$ cat config.mk
export PLATFORM = sky130hd
export DESIGN_NAME = neuron_feeder
export DESIGN_NICKNAME = d
export VERILOG_FILES = /design/src/rtl/nn_pkg.sv /design/src/rtl/feeder_rd_pipe.sv /design/src/rtl/neuron_feeder.sv
export SDC_FILE = /design/constraint.sdc
export NUM_CORES = 1
export LEC_CHECK = 0
export CAP_MARGIN = 10
export CORE_UTILIZATION = 45
export DETAILED_ROUTE_END_ITERATION = 6
export GPL_TIMING_DRIVEN = 0
export PLACE_DENSITY = 0.88
export RECOVER_POWER = 50
export SETUP_SLACK_MARGIN = 0.2
export SLEW_MARGIN = 25
export SYNTH_ARGS = -nofsm -noshare
export SYNTH_HDL_FRONTEND = slang
export SYNTH_SLANG_ARGS = --single-unit
$ cat constraint.sdc
create_clock -name clk -period 2.53 [get_ports clk]
set_input_delay 0.253 -clock clk [delete_from_list [all_inputs] [get_ports clk]]
set_output_delay 0.253 -clock clk [all_outputs]
set_load 0.005 [all_outputs]
$ cat src/rtl/nn_pkg.sv
// Shared types and default sizes for the fully-connected layer datapath.
package nn_pkg;

    localparam int unsigned Q15_W           = 16;
    localparam int unsigned DEF_NUM_INPUTS  = 784;
    localparam int unsigned DEF_NUM_NEURONS = 10;

    typedef enum logic [1:0] {
        IDLE     = 2'd0,
        STREAM   = 2'd1,
        DRAIN    = 2'd2,
        WAIT_RES = 2'd3
    } feeder_state_e;

endpackage

$ cat src/rtl/feeder_rd_pipe.sv
// Aligns memory read data with its issue strobe and presents registered
// beat and bias words to the neuron.
module feeder_rd_pipe
    import nn_pkg::*;
#(
    parameter int unsigned W = Q15_W
) (
    input  logic         clk,
    input  logic         rst,
    input  logic         issue_i,
    input  logic         bias_ld_i,
    input  logic [W-1:0] pix_rdata_i,
    input  logic [W-1:0] w_rdata_i,
    input  logic [W-1:0] b_rdata_i,
    output logic [W-1:0] nd_data_o,
    output logic [W-1:0] nd_weight_o,
    output logic [W-1:0] nd_bias_o,
    output logic         nd_valid_o
);

    logic         rd_vld_q;
    logic         bias_ld_q;
    logic         nd_valid_q;
    logic [W-1:0] nd_data_q;
    logic [W-1:0] nd_weight_q;
    logic [W-1:0] nd_bias_q;

    // Stage 1 marks the cycle rdata is valid; stage 2 captures it.
    always_ff @(posedge clk or negedge rst) begin
        if (!rst) begin
            rd_vld_q    <= 1'b0;
            bias_ld_q   <= 1'b0;
            nd_valid_q  <= 1'b0;
            nd_data_q   <= '0;
            nd_weight_q <= '0;
            nd_bias_q   <= '0;
        end else begin
            rd_vld_q   <= issue_i;
            bias_ld_q  <= bias_ld_i;
            nd_valid_q <= rd_vld_q;
            if (rd_vld_q) begin
                nd_data_q   <= pix_rdata_i;
                nd_weight_q <= w_rdata_i;
            end
            if (bias_ld_q) begin
                nd_bias_q <= b_rdata_i;
            end
        end
    end

    assign nd_data_o   = nd_data_q;
    assign nd_weight_o = nd_weight_q;
    assign nd_bias_o   = nd_bias_q;
    assign nd_valid_o  = nd_valid_q;

endmodule

$ cat src/rtl/neuron_feeder.sv
// Sequences pixel/weight/bias reads into one shared MAC neuron, once per
// output neuron, and forwards each result tagged with its neuron index.
module neuron_feeder
    import nn_pkg::*;
#(
    parameter int unsigned IN_WIDTH    = Q15_W,
    parameter int unsigned NUM_INPUTS  = DEF_NUM_INPUTS,
    parameter int unsigned NUM_NEURONS = DEF_NUM_NEURONS,
    parameter int unsigned PA_W        = $clog2(NUM_INPUTS),
    parameter int unsigned WA_W        = $clog2(NUM_INPUTS * NUM_NEURONS),
    parameter int unsigned NI_W        = $clog2(NUM_NEURONS)
) (
    input  logic                clk,
    input  logic                rst,
    input  logic                start,
    output logic                busy,
    output logic                done,
    output logic [PA_W-1:0]     pix_addr,
    input  logic [IN_WIDTH-1:0] pix_rdata,
    output logic [WA_W-1:0]     w_addr,
    input  logic [IN_WIDTH-1:0] w_rdata,
    output logic [NI_W-1:0]     b_addr,
    input  logic [IN_WIDTH-1:0] b_rdata,
    output logic [IN_WIDTH-1:0] nd_data,
    output logic [IN_WIDTH-1:0] nd_weight,
    output logic [IN_WIDTH-1:0] nd_bias,
    output logic                nd_valid,
    input  logic [IN_WIDTH-1:0] nr_data,
    input  logic                nr_valid,
    output logic [IN_WIDTH-1:0] res_data,
    output logic [NI_W-1:0]     res_idx,
    output logic                res_valid
);

    localparam logic [PA_W-1:0] LAST_I = PA_W'(NUM_INPUTS - 1);
    localparam logic [NI_W-1:0] LAST_N = NI_W'(NUM_NEURONS - 1);

    feeder_state_e       state_q,     state_d;
    logic [PA_W-1:0]     i_q,         i_d;
    logic [NI_W-1:0]     n_q,         n_d;
    logic [WA_W-1:0]     w_addr_q,    w_addr_d;
    logic [NI_W-1:0]     b_addr_q,    b_addr_d;
    logic                drain_q,     drain_d;
    logic                issue_q,     issue_d;
    logic                bias_ld_q,   bias_ld_d;
    logic [IN_WIDTH-1:0] res_data_q,  res_data_d;
    logic [NI_W-1:0]     res_idx_q,   res_idx_d;
    logic                res_valid_q, res_valid_d;
    logic                last_q,      last_d;
    logic                done_q,      done_d;
    logic                busy_q,      busy_d;

    // Next-state and registered-output logic.
    always_comb begin
        state_d     = state_q;
        i_d         = i_q;
        n_d         = n_q;
        w_addr_d    = w_addr_q;
        b_addr_d    = b_addr_q;
        drain_d     = drain_q;
        issue_d     = 1'b0;
        bias_ld_d   = 1'b0;
        res_data_d  = res_data_q;
        res_idx_d   = res_idx_q;
        res_valid_d = 1'b0;
        last_d      = 1'b0;
        done_d      = last_q;

        case (state_q)
            IDLE: begin
                if (start) begin
                    state_d   = STREAM;
                    i_d       = '0;
                    n_d       = '0;
                    w_addr_d  = '0;
                    b_addr_d  = '0;
                    issue_d   = 1'b1;
                    bias_ld_d = 1'b1;
                end
            end
            STREAM: begin
                if (i_q == LAST_I) begin
                    state_d = DRAIN;
                    drain_d = 1'b0;
                end else begin
                    i_d      = i_q + PA_W'(1);
                    w_addr_d = w_addr_q + WA_W'(1);
                    issue_d  = 1'b1;
                end
            end
            DRAIN: begin
                drain_d = 1'b1;
                if (drain_q) begin
                    state_d = WAIT_RES;
                    drain_d = 1'b0;
                end
            end
            WAIT_RES: begin
                if (nr_valid) begin
                    res_data_d  = nr_data;
                    res_idx_d   = n_q;
                    res_valid_d = 1'b1;
                    if (n_q == LAST_N) begin
                        state_d = IDLE;
                        last_d  = 1'b1;
                    end else begin
                        // Weight address keeps running across neurons.
                        state_d   = STREAM;
                        n_d       = n_q + NI_W'(1);
                        b_addr_d  = n_q + NI_W'(1);
                        i_d       = '0;
                        w_addr_d  = w_addr_q + WA_W'(1);
                        issue_d   = 1'b1;
                        bias_ld_d = 1'b1;
                    end
                end
            end
            default: begin
                state_d = IDLE;
            end
        endcase

        busy_d = (state_d != IDLE);
    end

    always_ff @(posedge clk or negedge rst) begin
        if (!rst) begin
            state_q     <= IDLE;
            i_q         <= '0;
            n_q         <= '0;
            w_addr_q    <= '0;
            b_addr_q    <= '0;
            drain_q     <= 1'b0;
            issue_q     <= 1'b0;
            bias_ld_q   <= 1'b0;
            res_data_q  <= '0;
            res_idx_q   <= '0;
            res_valid_q <= 1'b0;
            last_q      <= 1'b0;
            done_q      <= 1'b0;
            busy_q      <= 1'b0;
        end else begin
            state_q     <= state_d;
            i_q         <= i_d;
            n_q         <= n_d;
            w_addr_q    <= w_addr_d;
            b_addr_q    <= b_addr_d;
            drain_q     <= drain_d;
            issue_q     <= issue_d;
            bias_ld_q   <= bias_ld_d;
            res_data_q  <= res_data_d;
            res_idx_q   <= res_idx_d;
            res_valid_q <= res_valid_d;
            last_q      <= last_d;
            done_q      <= done_d;
            busy_q      <= busy_d;
        end
    end

    feeder_rd_pipe #(
        .W(IN_WIDTH)
    ) u_rd_pipe (
        .clk        (clk),
        .rst        (rst),
        .issue_i    (issue_q),
        .bias_ld_i  (bias_ld_q),
        .pix_rdata_i(pix_rdata),
        .w_rdata_i  (w_rdata),
        .b_rdata_i  (b_rdata),
        .nd_data_o  (nd_data),
        .nd_weight_o(nd_weight),
        .nd_bias_o  (nd_bias),
        .nd_valid_o (nd_valid)
    );

    assign busy      = busy_q;
    assign done      = done_q;
    assign pix_addr  = i_q;
    assign w_addr    = w_addr_q;
    assign b_addr    = b_addr_q;
    assign res_data  = res_data_q;
    assign res_idx   = res_idx_q;
    assign res_valid = res_valid_q;

endmodule

==> metrics <==
VDD IR-drop max 0.366 mV; fin util 69.6%; Seq/Total Area, Yosys 57.8%; crit-path max cell delay 520 ps; core area 9860 sq um; status complete, no violations; RSZ-0062 raised after global routing true; via count 3670; instance count of the mapped netlist 362; Worst EP arrival 2580 ps; crit path capture w_addr[2]; ranking of synthesized cells by area dfrtp_1, mux2_2, o31ai_1, ha_1, mux2i_1; gp weighted congestion 0.825; Synth Net Count 438; critical path launch point type flip-flop; R2R Setup Slk 190 ps; CP max-delay cell or4b_4; row cnt 36; FF-to-FF Start state_q[0]; GRT Total Usage 20.8%; Final Hold Viols 0; cell chain of the critical path ha_1 -> buf_6 -> nor2b_4 -> or4b_4 -> clkbuf_4 -> buf_4 -> o31ai_4 -> a21oi_2; Worst R2R End w_addr[2]; clk_lat worst skew 360 ps; io pins 167; share of layout cells above drive strength 1 23.0%; MaxCap Viol Count 0; vias in the first global route 3553; Clock transition at path regs 100 ps; prevailing post-synth register cell dfrtp_1; Mapped Avg Cell Area 12.8 sq um; die height 103 um; pwr dens 818 nW/um^2; LEAKAGE 0.00288 uW; cell taking the most area after synthesis dfrtp_1; Req. time, crit path 2770 ps; H-tree levels 3; mean number of vias per cell 5.37; CTS Sinks 107; Final Slew Violations 0; Routed WL per cell 16.5 um; share of the synthesized area in the top cell type 57.8%; post-place setup slack -44.0 ps; drt pass-1 iters 4; Num CTS Buffers 9; nets 622; grt total ovfl 0; r2r worst-path depth 8; Longest Clk Path Bufs 2; area of the mapped netlist 4630 sq um; Max Freq 0.427 GHz; # diodes 0; CP Max Fanout 10; EDFF count, synth 0; root cell of the clock tree clkbuf_8; Die Width 103 um; Tmin final 2340 ps; min-delay src bias_ld_q; Final ANT Viol Nets 0; period utilisation layout 92.6%; setup ws final 188 ps; Worst setup EP type flip-flop; largest net degree at the start of global routing 67; final setup fails 0; hpwl dp 8020 um; async set-or-reset flop fraction in the synthesized netlist 100%; worst hold path type flip-flop to flip-flop; initial DRC count 181; initial antenna violation count 0; Initial Utilization 46.9%; post-synthesis sequential element count 107; CTS tree built; Area Growth Syn to Fin 48.2%; WL final 11300 um; leading cell type in the layout, fill and taps excluded clkdlybuf4s50_1; port bufs 166; yosys warns 0; first-pass GRT wire length 17000 um; # DRC 0; Synth cell types 40; DIE AREA 10700 sq um; leading cell types in the layout, fill and taps excluded clkdlybuf4s50_1, dfrtp_1, mux2_2; measured slew at the worst slew-check pin 1070 ps; slew margin rel. 28.4%; critical path startpoint state_q[0]; Worst Skew 11.1 ps; CP Class flip-flop to flip-flop
critical path: cells and delay by family, from the launching register on:
family | cells | cell delay, ps
compound gates | 2 | 350
buf+inv | 3 | 570
fa+ha+maj | 1 | 210
flops | 1 | 440
simple gates | 2 | 640
how the worst min path moves through the flow:
| stage | to | slack, ps | cells after the start |
|---|---|---|---|
| 2_1_floorplan | b_addr[0] | -40 | 0 |
| 3_3_place_gp | done | 340 | 0 |
| 3_5_place_dp | u_rd_pipe.nd_bias_o[5] | 190 | 1 |
| 4_1_cts | u_rd_pipe.bias_ld_q | 360 | 0 |
| 5_1_grt | done | 370 | 0 |
| 6_report | u_rd_pipe.bias_ld_q | 360 | 0 |
report_power, final:
group,internal [uW],switching [uW]
Combinational,1320,845
Clock,485,553
Sequential,2150,266
Total,3950,1660
stage by stage:
stage               cell area (sq um)  hold WS, ps  setup TNS [ps]  power [uW]  instances
finish                           6860          357               0        5610        684
global route                     6860          374               0        6000        684
CTS                              6750          358               0        5680        682
detailed placement               6490          193            -186        4580        662
global placement                 6460          338         -290770        4480        661
floorplan                        4630        -42.6               0        3350        362
registers in the layout (all words and copies together), names as in the netlist, 4 cells and up:
signal / count
u_rd_pipe.nd_weight_o: 16
res_data: 16
pix_addr: 10
u_rd_pipe.nd_bias_o: 16
b_addr: 4
w_addr: 13
res_idx: 4
u_rd_pipe.nd_data_o: 16
final cells by class:
type / instances / area [sq um]
plain buffers: 20 / 111
multi-input cells: 225 / 1940
inverters: 10 / 37.5
clock inverters: 4 / 50.0
well taps: 133 / 166
clock buffers: 12 / 145
repair buffers: 173 / 1730
flip-flops and latches: 107 / 2680
fillers: 693 / 3000
synthesized netlist by cell type (9+ instances only):
library cell	count
or4_1	11
nand3_1	10
inv_1	10
dfrtp_1	107
mux2i_1	9
nand2_1	21
nand2b_1	13
a21oi_1	13
o31ai_1	16
clkbuf_1	12
mux2_2	67
o21ai_0	10
timing repair:
action | CTS | global route
setup buffers | 3 | 1
gates cloned | 0 | 1
hold endpoints to repair | 41 | 0
hold buffers | 1 | 0
resized for setup | 11 | 31
setup endpoints to repair | 23 | 23
pin swaps | 0 | 2
per-layer routing:
layer / part of all wire (%) / wire [um] / global-route usage, %
met5: 0 / 0 / 0
met4: 2.3 / 260 / 9.43
met3: 6.8 / 764 / 4.23
met2: 50 / 5640 / 34.9
met1: 41 / 4590 / 26.0
cell families after synthesis:
logic type               Yosys count  share of synthesized area (%)
adder cells (fa/ha/maj)            8                           2.16
multiplexers                      76                           18.2
AND/OR/NAND/NOR                   93                           12.3
buffers and inverters             30                           2.81
flip-flops                       107                           57.8
AO/OA/AOI/OAI                     48                           6.65
No activity file was read; power rests on OpenSTA's default activity.
